`src/rtl/uart_boot_sequencer.sv`:
```
// uart_boot_sequencer
//   Boot/load controller sitting between the UART byte receiver/transmitter
//   and the pipeline core. While the core is held in reset it parses a framed
//   program image:
//     SYNC, LEN_LO, LEN_HI, 4*N data bytes (little-endian words), CHK
//   where CHK is the XOR of the data bytes only. Each complete word is written
//   to instruction memory. The frame is answered with one TX byte, ACK (8'h06)
//   or NAK (8'h15). After an ACK the core is released.
//
// Parameters
//   ADDR_W       imem word-address width, DEPTH = 2**ADDR_W words
//   SYNC_BYTE    frame start byte
//   TIMEOUT_CYC  inter-byte timeout in clock cycles (BOOT_TIMEOUT_EN only)
//
// Optional feature macro: BOOT_TIMEOUT_EN
//   Defined   : a stalled frame (LEN_LO, LEN_HI, DATA, CHECK) is NAKed once
//               TIMEOUT_CYC cycles pass without an rx byte.
//   Undefined : no counter; a stalled frame waits forever.
//
// Ports
//   i_clk, i_rst              clock, asynchronous active-high reset
//   i_rx_valid, i_rx_data     1-cycle strobe with received byte
//   i_tx_ready                transmitter accepts o_tx_data
//   o_tx_valid, o_tx_data     response byte, held until i_tx_ready
//   i_boot_req                level; returns a running core to IDLE
//   o_imem_we/addr/wdata      instruction-memory write port
//   o_cpu_hold                1 = core held in reset
//   o_load_ok                 1 = last frame accepted, core running
module uart_boot_sequencer #(
  parameter int          ADDR_W      = 8,
  parameter logic [7:0]  SYNC_BYTE   = 8'hA5,
  parameter int          TIMEOUT_CYC = 100000
) (
  input  logic              i_clk,
  input  logic              i_rst,
  input  logic              i_rx_valid,
  input  logic [7:0]        i_rx_data,
  input  logic              i_tx_ready,
  output logic              o_tx_valid,
  output logic [7:0]        o_tx_data,
  input  logic              i_boot_req,
  output logic              o_imem_we,
  output logic [ADDR_W-1:0] o_imem_addr,
  output logic [31:0]       o_imem_wdata,
  output logic              o_cpu_hold,
  output logic              o_load_ok
);

  localparam int         DEPTH   = 1 << ADDR_W;
  localparam logic [7:0] ACK     = 8'h06;
  localparam logic [7:0] NAK     = 8'h15;

  typedef enum logic [2:0] {
    S_IDLE, S_LEN_LO, S_LEN_HI, S_DATA, S_CHECK, S_RESP, S_RUN
  } state_t;

  state_t            r_state;
  logic [15:0]       r_len;     // words still to receive
  logic [1:0]        r_idx;     // byte lane within the current word
  logic [7:0]        r_chk;
  logic [31:0]       r_word;    // assembly buffer, keeps o_imem_wdata stable
  logic [31:0]       r_wdata;
  logic [ADDR_W-1:0] r_addr;
  logic              r_we;
  logic              r_tx_valid;
  logic [7:0]        r_tx_data;
  logic              r_cpu_hold;
  logic              r_load_ok;
  logic [15:0]       w_len;

  // Full word count as it becomes known in LEN_HI.
  assign w_len = {i_rx_data, r_len[7:0]};

`ifdef BOOT_TIMEOUT_EN
  localparam int TO_W = $clog2(TIMEOUT_CYC + 1);
  logic [TO_W-1:0] r_to;
  logic            w_to_hit;
  assign w_to_hit = (r_to == TO_W'(TIMEOUT_CYC - 1)) && !i_rx_valid;
`endif

  always_ff @(posedge i_clk or posedge i_rst) begin
    if (i_rst) begin
      r_state    <= S_IDLE;
      r_len      <= '0;
      r_idx      <= '0;
      r_chk      <= '0;
      r_word     <= '0;
      r_wdata    <= '0;
      r_addr     <= '0;
      r_we       <= 1'b0;
      r_tx_valid <= 1'b0;
      r_tx_data  <= '0;
      r_cpu_hold <= 1'b1;
      r_load_ok  <= 1'b0;
`ifdef BOOT_TIMEOUT_EN
      r_to       <= '0;
`endif
    end else begin
      r_we <= 1'b0;
      // The address advances right after the write cycle that used it.
      if (r_we) r_addr <= r_addr + 1'b1;
`ifdef BOOT_TIMEOUT_EN
      if (i_rx_valid) r_to <= '0;
      else if (r_to != TO_W'(TIMEOUT_CYC - 1)) r_to <= r_to + 1'b1;
`endif
      case (r_state)
        S_IDLE: begin
          if (i_rx_valid && i_rx_data == SYNC_BYTE) begin
            r_state <= S_LEN_LO;
`ifdef BOOT_TIMEOUT_EN
            r_to    <= '0;
`endif
          end
        end
        S_LEN_LO: begin
          if (i_rx_valid) begin
            r_len[7:0] <= i_rx_data;
            r_state    <= S_LEN_HI;
          end
        end
        S_LEN_HI: begin
          if (i_rx_valid) begin
            r_len[15:8] <= i_rx_data;
            if (32'(w_len) > DEPTH) begin
              r_state    <= S_RESP;
              r_tx_valid <= 1'b1;
              r_tx_data  <= NAK;
            end else if (w_len == 16'd0) begin
              r_state <= S_CHECK;
            end else begin
              r_state <= S_DATA;
            end
          end
        end
        S_DATA: begin
          if (i_rx_valid) begin
            r_word[{r_idx, 3'b000} +: 8] <= i_rx_data;
            r_chk <= r_chk ^ i_rx_data;
            r_idx <= r_idx + 2'd1;
            if (r_idx == 2'd3) begin
              r_wdata <= {i_rx_data, r_word[23:0]};
              r_we    <= 1'b1;
              r_len   <= r_len - 16'd1;
              if (r_len == 16'd1) r_state <= S_CHECK;
            end
          end
        end
        S_CHECK: begin
          if (i_rx_valid) begin
            r_state    <= S_RESP;
            r_tx_valid <= 1'b1;
            r_tx_data  <= (i_rx_data == r_chk) ? ACK : NAK;
          end
        end
        S_RESP: begin
          // rx bytes arriving here are dropped.
          if (i_tx_ready) begin
            r_tx_valid <= 1'b0;
            if (r_tx_data == ACK) begin
              r_state    <= S_RUN;
              r_cpu_hold <= 1'b0;
              r_load_ok  <= 1'b1;
            end else begin
              r_state <= S_IDLE;
              r_addr  <= '0;
              r_idx   <= '0;
              r_chk   <= '0;
            end
          end
        end
        S_RUN: begin
          if (i_boot_req) begin
            r_state    <= S_IDLE;
            r_cpu_hold <= 1'b1;
            r_load_ok  <= 1'b0;
            r_addr     <= '0;
            r_idx      <= '0;
            r_chk      <= '0;
          end
        end
        default: r_state <= S_IDLE;
      endcase
`ifdef BOOT_TIMEOUT_EN
      // A stalled frame is abandoned with a NAK; overrides the case above.
      if (w_to_hit && (r_state == S_LEN_LO || r_state == S_LEN_HI ||
                       r_state == S_DATA   || r_state == S_CHECK)) begin
        r_state    <= S_RESP;
        r_tx_valid <= 1'b1;
        r_tx_data  <= NAK;
      end
`endif
    end
  end

  assign o_tx_valid   = r_tx_valid;
  assign o_tx_data    = r_tx_data;
  assign o_imem_we    = r_we;
  assign o_imem_addr  = r_addr;
  assign o_imem_wdata = r_wdata;
  assign o_cpu_hold   = r_cpu_hold;
  assign o_load_ok    = r_load_ok;

endmodule
```
`config.mk`:
```
export PLATFORM = sky130hd
export DESIGN_NAME = uart_boot_sequencer
export DESIGN_NICKNAME = d
export VERILOG_FILES = /design/src/rtl/uart_boot_sequencer.sv
export SDC_FILE = /design/constraint.sdc
export NUM_CORES = 1
export LEC_CHECK = 0
export ABC_AREA = 1
export CORE_MARGIN = 1.5
export CORE_UTILIZATION = 45
export CTS_BUF_LIST = sky130_fd_sc_hd__clkbuf_4
export CTS_CLUSTER_SIZE = 28
export DETAILED_ROUTE_END_ITERATION = 10
export DONT_BUFFER_PORTS = 1
export PLACE_DENSITY = 0.66
export REMOVE_ABC_BUFFERS = 1
export SYNTH_ARGS = -nofsm -noshare
export SYNTH_HDL_FRONTEND = slang
export SYNTH_SLANG_ARGS = --single-unit
```
`constraint.sdc`:
```
create_clock -name i_clk -period 3.9 [get_ports i_clk]
set_clock_uncertainty 0.2 [all_clocks]
set_input_delay 0.975 -clock i_clk [delete_from_list [all_inputs] [get_ports i_clk]]
set_output_delay 0.975 -clock i_clk [all_outputs]
set_load 0.02 [all_outputs]
```
==> results.ini <==
[logic_synthesis]
yosys.area.top_type=dfrtp_1
netlist_area_um2=5100
synth_ff_type=dfrtp_1
synth-seq-cells=100
synth.top_cell.area_share=0.485
ys_seq_area_frac=0.491
synthArstFlopShare=1.00
synth_cells=651
synth_edf_count=0
ys.warnings.count=0
avgSynthCellArea_um2=7.84
synth_cell_types=33
synthTopCellsByArea=dfrtp_1 49%, nand2_1 12%, o21ai_0 6.9%, inv_1 6.0%, nor2_1 5.7%

[route]
route.detailed.drc=0
drtIter0Drc=243
viasPerCell=5.15
ant_nets=0
via_count=4040
routed_wl_um=11700
firstDrtPassIters=6
post_drt_wl_per_cell_um=15.0

[floorplanning]
die_w_um=109
die_h_um=109
start_util=0.467
io-pin-count=65
rows=38
core_um2=10900
die_area_um2=12000

[power_and_ir_drop]
total_power_mw=3.53
p_leak_nw=2.55
irDropWorstVdd_mv=0.256
cellPowerDensity_nw_per_um2=668

[placed_design]
dp_cells=768
place_congestion=0.934
hpwl_um=8250
port_buffers=0
post-place-ws_ns=1.46

[timing]
rsz0062_at_grt=no
fmax_mhz=397
fin_setup_tns_ns=0
slew_viol_final=0
layout_worst_path_cycle_share=0.645
fin_crit_ns=2.52
relSlewSlack=0.361
worst_pin_slew_ns=0.951
fin_ws_ns=1.38
final-hold-violation-count=0
setup_viol=0

[critical_path]
slowest_delay_ns=0.82
crit_fanout=11
worstSetupPathType=flip-flop to flip-flop
path_buf_inv=1
path_cells=inv_1, ha_1, nor3_1, nand3_1, o21ai_0
cp_top_family=simple AND/OR/NAND/NOR gates
worstSetupEndpointType=flip-flop
cp_data_required_time_ns=4.09
startpoint_type=flip-flop
slowest_stage=nor3_1
arrival_ns=2.71

[global_route]
grt_max_degree=68
track_usage=0.211
grt-ovfl-total=0
grt_pass1_wl_um=19400
grt_pass1_vias=3949
antenna_found_initial=0

[finish]
layout.nets=660
drive_gt1_frac=0.0543
final_common_cell=nand2_1
final_cells=784
synthToLayoutAreaGrowth_pct=3.41
fillCellCount=1074
diodes=0
layout_common_cells=163 x nand2_1, 99 x dfrtp_1, 81 x inv_1, 77 x nor2_1, 70 x o21ai_0

[cts]
clock-root-buffer=clkbuf_4
numClockSinks=100
htreeDepth=3
cts_tree=yes
postCtsSetupBuffers=0
clock_latency_ns=0.46
post_cts_resized=0
ctsHoldBuffers=0
cts.reportedPaths.clkPinSlew_ns=0.16
cts_buffers=9
clock_path_buffers=2

[min_path]
min_path_type=flip-flop to flip-flop

[outcome]
outcome=complete, no violations

[job]
maxCapViolations=0

[Yosys cell counts (all sizes together) (8+ instances only)]
cell,n
nand3,40
o21ai,76
o22ai,9
dfrtp,99
a21oi,15
nor3,12
ha,8
nand4,12
xnor2,10
nand2,164
clkbuf,11
nor2,84
buf,17
inv,85
[worst paths after layout]
check / end / cells after the start / startpoint / slack, ns
setup / recovery: r_word[3]$_DFFE_PP0P_ / 5 / r_idx[0]$_DFFE_PP0P_ / 1.38
hold / removal: o_imem_wdata[10]$_DFFE_PP0P_ / 2 / r_word[10]$_DFFE_PP0P_ / 0.32
setup reg to reg: r_word[3]$_DFFE_PP0P_ / 5 / r_idx[0]$_DFFE_PP0P_ / 1.38
hold reg to reg: o_imem_wdata[10]$_DFFE_PP0P_ / 2 / r_word[10]$_DFFE_PP0P_ / 0.32
max in group asynchronous: r_len[9]$_DFFE_PP0P_ / 2 / i_rst / 2.47
min in group asynchronous: o_tx_data[1]$_DFFE_PP0P_ / 1 / i_rst / 0.34
[sequential cells by signal (all words and copies together) (netlist names), 2 cells and up]
register      count
o_tx_data         3
o_imem_wdata     32
r_word           24
r_state           3
r_len            16
r_idx             2
r_chk             8
o_imem_addr       8
[layout make-up]
type	instances	area [um^2]	area share
sequential	100	2500	0.474
multi-input combinational	441	2130	0.403
inverter	85	324	0.0614
clock inverter	6	46.3	0.00877
tap	140	175	0.0332
clock buffer	10	75.1	0.0142
timing repair buffer	2	27.5	0.00522
[kinds of logic after synthesis]
logic type	count (synthesis)	synth area share
xor gates and xnor gates	14	0.0240
and+or+nand+nor	314	0.264
other	1	0.000735
DFF	100	0.491
adders and majority gates	8	0.0196
AOI/OAI and AO/OA	101	0.106
buffers and inverters	113	0.0951
[through the flow]
stage / hold WS (ns) / util / instance area (um^2)
after floorplan: 0.250 / - / 4950
after global placement: 0.275 / 0.472 / 5160
after detailed placement: 0.281 / 0.472 / 5160
after CTS: 0.314 / 0.483 / 5280
after global routing: 0.355 / 0.483 / 5280
final: 0.315 / 0.483 / 5280
[worst min-delay path, delay by kind of cell, from the launching register on]
| family | cells | cell delay [ns] |
|---|---|---|
| flops | 1 | 0.38 |
| simple gates | 2 | 0.12 |
[metal layers]
metal / wire [um] / global-route usage / part of all wire
met1: 5350 / 0.278 / 0.46
met2: 5580 / 0.345 / 0.48
met3: 652 / 0.0409 / 0.056
met4: 149 / 0.0751 / 0.013
met5: 0 / 0 / 0
[power by group]
group | internal, mW | total [mW] | leakage (nW) | switching [mW]
Combinational | 0.394 | 1.19 | 1.19 | 0.795
Sequential | 1.40 | 1.83 | 1.29 | 0.427
Clock | 0.146 | 0.510 | 0.0707 | 0.364
Total | 1.94 | 3.53 | 2.55 | 1.59
Power figures use the tool's default switching activity.
